File: src/rtl/boot_dn_sink.sv
// Boot-loader download sink: buffers loader byte writes in a small FIFO, commits
// them to main RAM over a req/ack port, and holds then starts the CPU.
module boot_dn_sink #(
    parameter int FIFO_DEPTH = 4,
    parameter int ADDR_W     = 16
) (
    input  logic              clk_sys,
    input  logic              reset_n,
    input  logic              dn_go,
    input  logic              dn_wr,
    input  logic [ADDR_W-1:0] dn_addr,
    input  logic [7:0]        dn_data,
    input  logic [15:0]       execute_addr,
    input  logic              execute_enable,
    output logic              ram_req,
    output logic [ADDR_W-1:0] ram_addr,
    output logic [7:0]        ram_data,
    input  logic              ram_ack,
    output logic              cpu_hold,
    output logic              cpu_start,
    output logic [15:0]       start_addr,
    output logic [15:0]       byte_count,
    output logic [7:0]        checksum,
    output logic              overflow
);
    localparam int             PTR_W   = $clog2(FIFO_DEPTH);
    localparam logic [PTR_W:0] DEPTH_C = (PTR_W+1)'(FIFO_DEPTH);

    typedef enum logic [1:0] {IDLE, LOAD, DRAIN, START} state_t;

    state_t               state_q, state_d;
    logic                 go_q, go_qq;
    logic                 drain_first_q;
    logic                 exec_pending_q;
    logic [PTR_W-1:0]     wr_ptr_q, rd_ptr_q;
    logic [PTR_W:0]       count_q;
    logic [ADDR_W+7:0]    mem_q [FIFO_DEPTH];
    logic [15:0]          byte_count_q;
    logic [7:0]           checksum_q;
    logic                 overflow_q;
    logic [15:0]          start_addr_q;

    logic                 go_rise, accept, fifo_empty, pop, push, drop, exec_latch;
    logic [ADDR_W+7:0]    head;

    assign go_rise    = go_q & ~go_qq;
    assign fifo_empty = (count_q == '0);
    assign head       = mem_q[rd_ptr_q];
    // Strobes count in LOAD and in the single DRAIN cycle that follows it.
    assign accept     = (state_q == LOAD) | ((state_q == DRAIN) & drain_first_q);
    assign exec_latch = execute_enable & ((state_q == LOAD) | (state_q == DRAIN));

    assign ram_req  = ((state_q == LOAD) | (state_q == DRAIN)) & ~fifo_empty;
    assign pop      = ram_req & ram_ack;
    assign push     = dn_wr & accept & ((count_q != DEPTH_C) | pop);
    assign drop     = dn_wr & accept & ~push;
    assign ram_addr = ram_req ? head[ADDR_W+7:8] : '0;
    assign ram_data = ram_req ? head[7:0] : '0;

    assign cpu_hold   = (state_q != IDLE);
    assign cpu_start  = (state_q == START);
    assign start_addr = start_addr_q;
    assign byte_count = byte_count_q;
    assign checksum   = checksum_q;
    assign overflow   = overflow_q;

    always_comb begin
        state_d = state_q;
        case (state_q)
            IDLE:  if (go_rise) state_d = LOAD;
            LOAD:  if (execute_enable | ~dn_go) state_d = DRAIN;
            DRAIN: if (fifo_empty & ~push)
                       state_d = (exec_pending_q | execute_enable) ? START : IDLE;
            START: state_d = IDLE;
            default: state_d = IDLE;
        endcase
    end

    always_ff @(posedge clk_sys or negedge reset_n) begin
        if (!reset_n) begin
            state_q        <= IDLE;
            go_q           <= 1'b0;
            go_qq          <= 1'b0;
            drain_first_q  <= 1'b0;
            exec_pending_q <= 1'b0;
            wr_ptr_q       <= '0;
            rd_ptr_q       <= '0;
            count_q        <= '0;
            byte_count_q   <= '0;
            checksum_q     <= '0;
            overflow_q     <= 1'b0;
            start_addr_q   <= '0;
        end else begin
            state_q       <= state_d;
            go_q          <= dn_go;
            go_qq         <= go_q;
            drain_first_q <= (state_q == LOAD) & (state_d == DRAIN);
            if (push) wr_ptr_q <= wr_ptr_q + PTR_W'(1);
            if (pop)  rd_ptr_q <= rd_ptr_q + PTR_W'(1);
            case ({push, pop})
                2'b10:   count_q <= count_q + (PTR_W+1)'(1);
                2'b01:   count_q <= count_q - (PTR_W+1)'(1);
                default: count_q <= count_q;
            endcase
            if ((state_q == IDLE) & go_rise) begin
                byte_count_q   <= '0;
                checksum_q     <= '0;
                overflow_q     <= 1'b0;
                exec_pending_q <= 1'b0;
            end else begin
                if (push) begin
                    byte_count_q <= byte_count_q + 16'd1;
                    checksum_q   <= checksum_q + dn_data;
                end
                if (drop) overflow_q <= 1'b1;
                if (exec_latch) exec_pending_q <= 1'b1;
            end
            if (exec_latch) start_addr_q <= execute_addr;
        end
    end

    // Buffer storage carries no reset; only the pointers define validity.
    always_ff @(posedge clk_sys) begin
        if (push) mem_q[wr_ptr_q] <= {dn_addr, dn_data};
    end
endmodule

File: config.mk
export PLATFORM = sky130hd
export DESIGN_NAME = boot_dn_sink
export DESIGN_NICKNAME = d
export VERILOG_FILES = /design/src/rtl/boot_dn_sink.sv
export SDC_FILE = /design/constraint.sdc
export NUM_CORES = 1
export LEC_CHECK = 0
export CORE_ASPECT_RATIO = 1.2
export CORE_MARGIN = 8
export CORE_UTILIZATION = 55
export DETAILED_ROUTE_END_ITERATION = 7
export GPL_TIMING_DRIVEN = 0
export PLACE_DENSITY = 0.93
export SLEW_MARGIN = 20
export SYNTH_ARGS = -nofsm -noshare
export SYNTH_HDL_FRONTEND = slang
export SYNTH_SLANG_ARGS = --single-unit
File: constraint.sdc
create_clock -name clk_sys -period 7.27 [get_ports clk_sys]
set_input_delay 0.727 -clock clk_sys [delete_from_list [all_inputs] [get_ports clk_sys]]
set_output_delay 0.727 -clock clk_sys [all_outputs]
set_load 0.005 [all_outputs]
After elaboration in Yosys (flattened, before gate mapping). Memory sizes are Yosys's and may differ from the RTL's. Cells that the tools add are included.

Add/subtract/negate cells: 6. Equal/unequal tests: 7. Mux-type cells: 18. Bitwise logic cells: 20. Reductions and logical operators: 7.

Operators by type and width (number): 16-bit 2-to-1 mux (3); 8-bit 2-to-1 mux (3); 16-bit by 1-bit adder with 16-bit output (second input constant) (1); 1-bit bitwise AND (11); 2-bit nonzero test (5); 8-bit adder (1); 2-bit == test (second input constant) (4); 2-bit 2-to-1 mux (4); 2-bit case mux with 4 select lines (1); 1-bit 2-to-1 mux (6); 3-bit case mux with 2 select lines (1); 1-bit OR (5); 2-bit by 1-bit adder with 2-bit output (second input constant) (2); 2-bit by 1-bit == test with 1-bit output (second input constant) (2); 1-bit NOT (4); 3-bit by 1-bit adder with 3-bit output (second input constant) (1); 3-bit zero test (1); 3-bit != test (second input constant) (1); 3-bit by 1-bit subtractor with 3-bit output (second input constant) (1); 2-bit zero test (1).

Register bits: 54. RAM bits: 96. Input port bits: 46. Output and inout port bits: 68. Word-level logic and storage cells: 71. Memories kept: 1.

Memory list: mem_q (words 4, bits a word 24, rd ports 1, clocked after memory_dff 0, write ports 1, RTL line 37) `logic [ADDR_W+7:0] mem_q [FIFO_DEPTH];`.

Depth between registers and ports, before layout.
Word-level depth: 12. Depth in mapped cells: 10. Mapped depth without buffers: 10.

Worst setup path before layout. No wires, ideal clock.

Path kind: reg-to-reg. Start: register state_q[0]. End: memory mem_q[0][0] in the netlist's numbering, enable pin. Library setup time: 383 ps. Arrival: 2122 ps. Data required time: 6887 ps. Path slack: 4765 ps. Cell stages (with the launch flop): 8. Buffers on the path: 2. Period minus slack after synthesis: 2505 ps. Cells stage by stage: dfrtp_1 -> inv_1 -> ha_1 -> a211o_1 -> o211a_4 -> buf_6 -> buf_2 -> and2_1.

Longest elaborated chain between the ends: 8. Elaborated cells on any way between the ends: 12.

Ends and longest elaborated chain: from (decl) (RTL line 31) `state_t state_q, state_d;`; from (signal assigned) (RTL line 94) `state_q <= state_d;`; 2-bit by 1-bit == test with 1-bit output / 2-bit == test (equally long branches) (RTL line 50, 53); 1-bit OR (RTL line 53) `assign ram_req = ((state_q == LOAD) | (state_q == DRAIN)) & ~fifo_empty;`; 1-bit bitwise AND (RTL line 53); 1-bit bitwise AND (RTL line 54) `assign pop = ram_req & ram_ack;`; 1-bit OR (RTL line 55) `assign push = dn_wr & accept & ((count_q != DEPTH_C) | pop);`; 1-bit bitwise AND (*) (RTL line 55); 1-bit 2-to-1 mux (*) (RTL line 124) `if (push) mem_q[wr_ptr_q] <= {dn_addr, dn_data};`; 1-bit 2-to-1 mux (not written as such) (*) (RTL line 124); to (decl) (RTL line 37).

Every way passes the cells marked *; elsewhere a longest branch is shown, timed or not.

Final worst setup path.
Start: register state_q[1]. End: output ram_data[4].

Longest elaborated chain between the ends: 4. Elaborated cells on any way between the ends: 5.

Ends and longest elaborated chain: 2-bit by 1-bit == test with 1-bit output / 2-bit == test (equally long branches) (RTL line 53); 1-bit OR (*) (RTL line 53); 1-bit bitwise AND (*) (RTL line 53); 8-bit 2-to-1 mux (*) (RTL line 58) `assign ram_data = ram_req ? head[7:0] : '0;`; to (decl) (RTL line 17) `output logic [7:0] ram_data,`.

Marks and branches as above.

==> metrics.cfg <==
[logic_synthesis]
synth.cell_area_um2=6610
async_flop_share_pct=36.0
syn_area_per_cell_um2=15.2
synthCells=434
yosysUniqueCellTypes=63
synth-edff-count=96
synth-seq-area-share_pct=64.0
syn_nets=499
yosys_warnings=0
synth-seq-cells=150
synth_flop_cell=edfxtp_1

[placed_design]
numPortBuffers=113
place_ws_ns=4.00
gp_congestion=0.813
dp_hpwl_um=10400

[clocking]
ctsLongestPathBuffers=2
cts_root_buffer=clkbuf_16
htree_levels=4
cts_hold_buf=0
clock-sinks=150
insertion_delay_ns=0.42
cts_buffers=17
cts_tree=done
post_cts_buffers=0
clk_pin_slew_ns=0.07
postCtsResizedCells=0

[setup_path]
r2r-start=state_q[1]
crit_type=reg -> out
start_kind=register
worstPathArrival_ns=2.98
r2r_slack_ns=4.57
crit_slowest_cell=clkdlybuf4s50_1
cpMostUsedCell=clkbuf_1
cp-end-kind=primary output
path_cells=inv_1, ha_1, clkbuf_1, clkbuf_1, and3_1, clkdlybuf4s50_1
worstSetupStartpoint=state_q[1]
crit_required_ns=6.54
cp_num_buf_inv=4
slowest_delay_ns=0.51
crit_fanout=10
cp_top_family=buffers and inverters

[timing]
hold_violations=0
rsz0062_at_grt=false
drv_slew=0
worstMarginPinSlew_ns=0.678
finClkSkew_ns=0.00866
setup_viol=0
slew_headroom_pct=54.8
fin_crit_sh_pct=51.0
fin_ws_ns=3.56
setup_tns_ns=0
clock.fmax_mhz=270
min_period_ns=3.71

[floorplan]
coreArea_um2=11900
die_height_um=136
core.rowCount=44
die-area_um2=15800
ios=114
die_x_um=116
initial_utilization_pct=55.4

[finish]
layout_commonest_cell=clkdlybuf4s50_1
drive_gt1_share_pct=17.1
syn2layout_area_growth_pct=28.8
layout.nets=631
antenna_cells=0
layout_common_cells=clkdlybuf4s50_1 (112), edfxtp_1 (96), dfrtp_1 (54)

[detailed_routing]
drt_first_pass_iters=5
wl_per_cell_um=20.3
routed_via_density=5.80
routed-via-count=4291
drt_wl_total_um=15100
antenna_left=0
drt_iter0_markers=306
drc=0

[global_route]
grt_pass1_wl_um=24400
grt_pass1_vias=4683
grt_overflow=0
antenna_found_initial=0
grt_use_total_pct=20.3
grt_max_degree=55

[outcome]
outcome=finished, final reports clean

[pwr]
power_density_nw_per_um2=374
leakagePower_nw=3.26
ir_worst_vdd_mv=0.207

[worst_hold_path]
hp-class=in -> async

[run]
maxCapViolations=0

## final timing paths
path | end | cells after the start
worst min-delay path | byte_count[8] | 1
worst min register to register | go_qq | 0
worst max register to register | mem_q[3][10] | 7
min in group clk_sys | go_qq | 0
max in group asynchronous | start_addr[13] | 1
worst max-delay path | ram_data[4] | 6
## where the power goes
group	internal [mW]	switching, mW	leakage [nW]	total, mW
Clock	0.478	0.364	0.272	0.842
Sequential	1.06	0.0892	1.55	1.15
Combinational	0.651	0.542	1.44	1.19
Total	2.19	0.995	3.26	3.19
## through the flow
stage	area, um2	util [%]	std cells	power [mW]	hold slack, ns
final	8520	71.3	740	3.19	0.351
after global routing	8520	71.3	740	3.36	0.408
after CTS	8520	71.3	740	3.21	0.360
after detailed placement	7950	66.5	708	2.36	0.396
after global placement	7950	66.5	708	2.30	0.395
after floorplan	6610	-	434	1.82	0.379
## cells by family (layout without fill, tap and decap cells)
kind of cell    count (synthesis)  after routing  share of synthesized area [%]
flops                         150            150                           64.0
simple gates                  111            111                           9.69
compound gates                 64             64                           7.13
mux                            44             44                           11.5
buf+inv                        34            179                           2.25
fa+ha+maj                      19             19                           3.82
xor+xnor                       12             12                           1.59
## cell usage after synthesis (all sizes together) (2+ instances only)
library cell   n  area share [%]
nor3b          4            0.53
and3b          2            0.26
fa             2            0.61
or4            2            0.23
and2           6            0.57
a41o           2            0.30
o21ai         16             1.2
a21o           3            0.36
nand4          2            0.28
a211oi         6            0.68
o21bai         3            0.34
buf           13             1.1
nor3           7            0.70
inv           14            0.79
edfxtp        96              44
or3            7            0.74
nand2         13            0.74
ha            17             3.2
mux2          16             2.7
and3          26             2.5
clkbuf         7            0.40
nor2          26             1.5
o31ai          2            0.23
mux4          24             8.2
a31oi          2            0.19
o211ai         4            0.74
nand3          5            0.45
mux2i          4            0.61
dfrtp         54              20
nand3b         2            0.23
xnor2          8             1.1
o2111ai        3            0.40
a21oi         15             1.2
o211a          2            0.42
nand2b         2            0.19
nand4b         2            0.26
xor2           4            0.53
## worst register-to-register path: cells and delay by family, from the launching register on
kind                       cells  cell delay (ns)
AOI/OAI and AO/OA              2             0.41
adders and majority gates      1             0.37
buffers and inverters          3             0.49
DFF                            1             0.43
and+or+nand+nor                1             0.62
## area by class of cell
class                           instances  area [um2]
Multi-Input combinational cell        250        2240
Inverter                               14        52.6
Fill cell                             787        3430
Buffer                                 20        96.3
Timing Repair Buffer                  113        1130
Clock inverter                         15         145
Clock buffer                           17         425
Sequential cell                       150        4230
Tap cell                              161         201
## state kept, by name (all words and copies together), names as in the netlist
name,cells
go_q,1
overflow,1
checksum,8
state_q,2
go_qq,1
count_q,3
wr_ptr_q,2
rd_ptr_q,2
mem_q,96
drain_first_q,1
start_addr,16
byte_count,16
exec_pending_q,1
## layer usage
layer  part of all wire, %  global-route usage, %
met1                    39                   23.7
met2                    51                   34.2
met5                     0                      0
met4                   1.5                   7.65
met3                   8.2                   6.62
(Power assumes the default switching activity.)
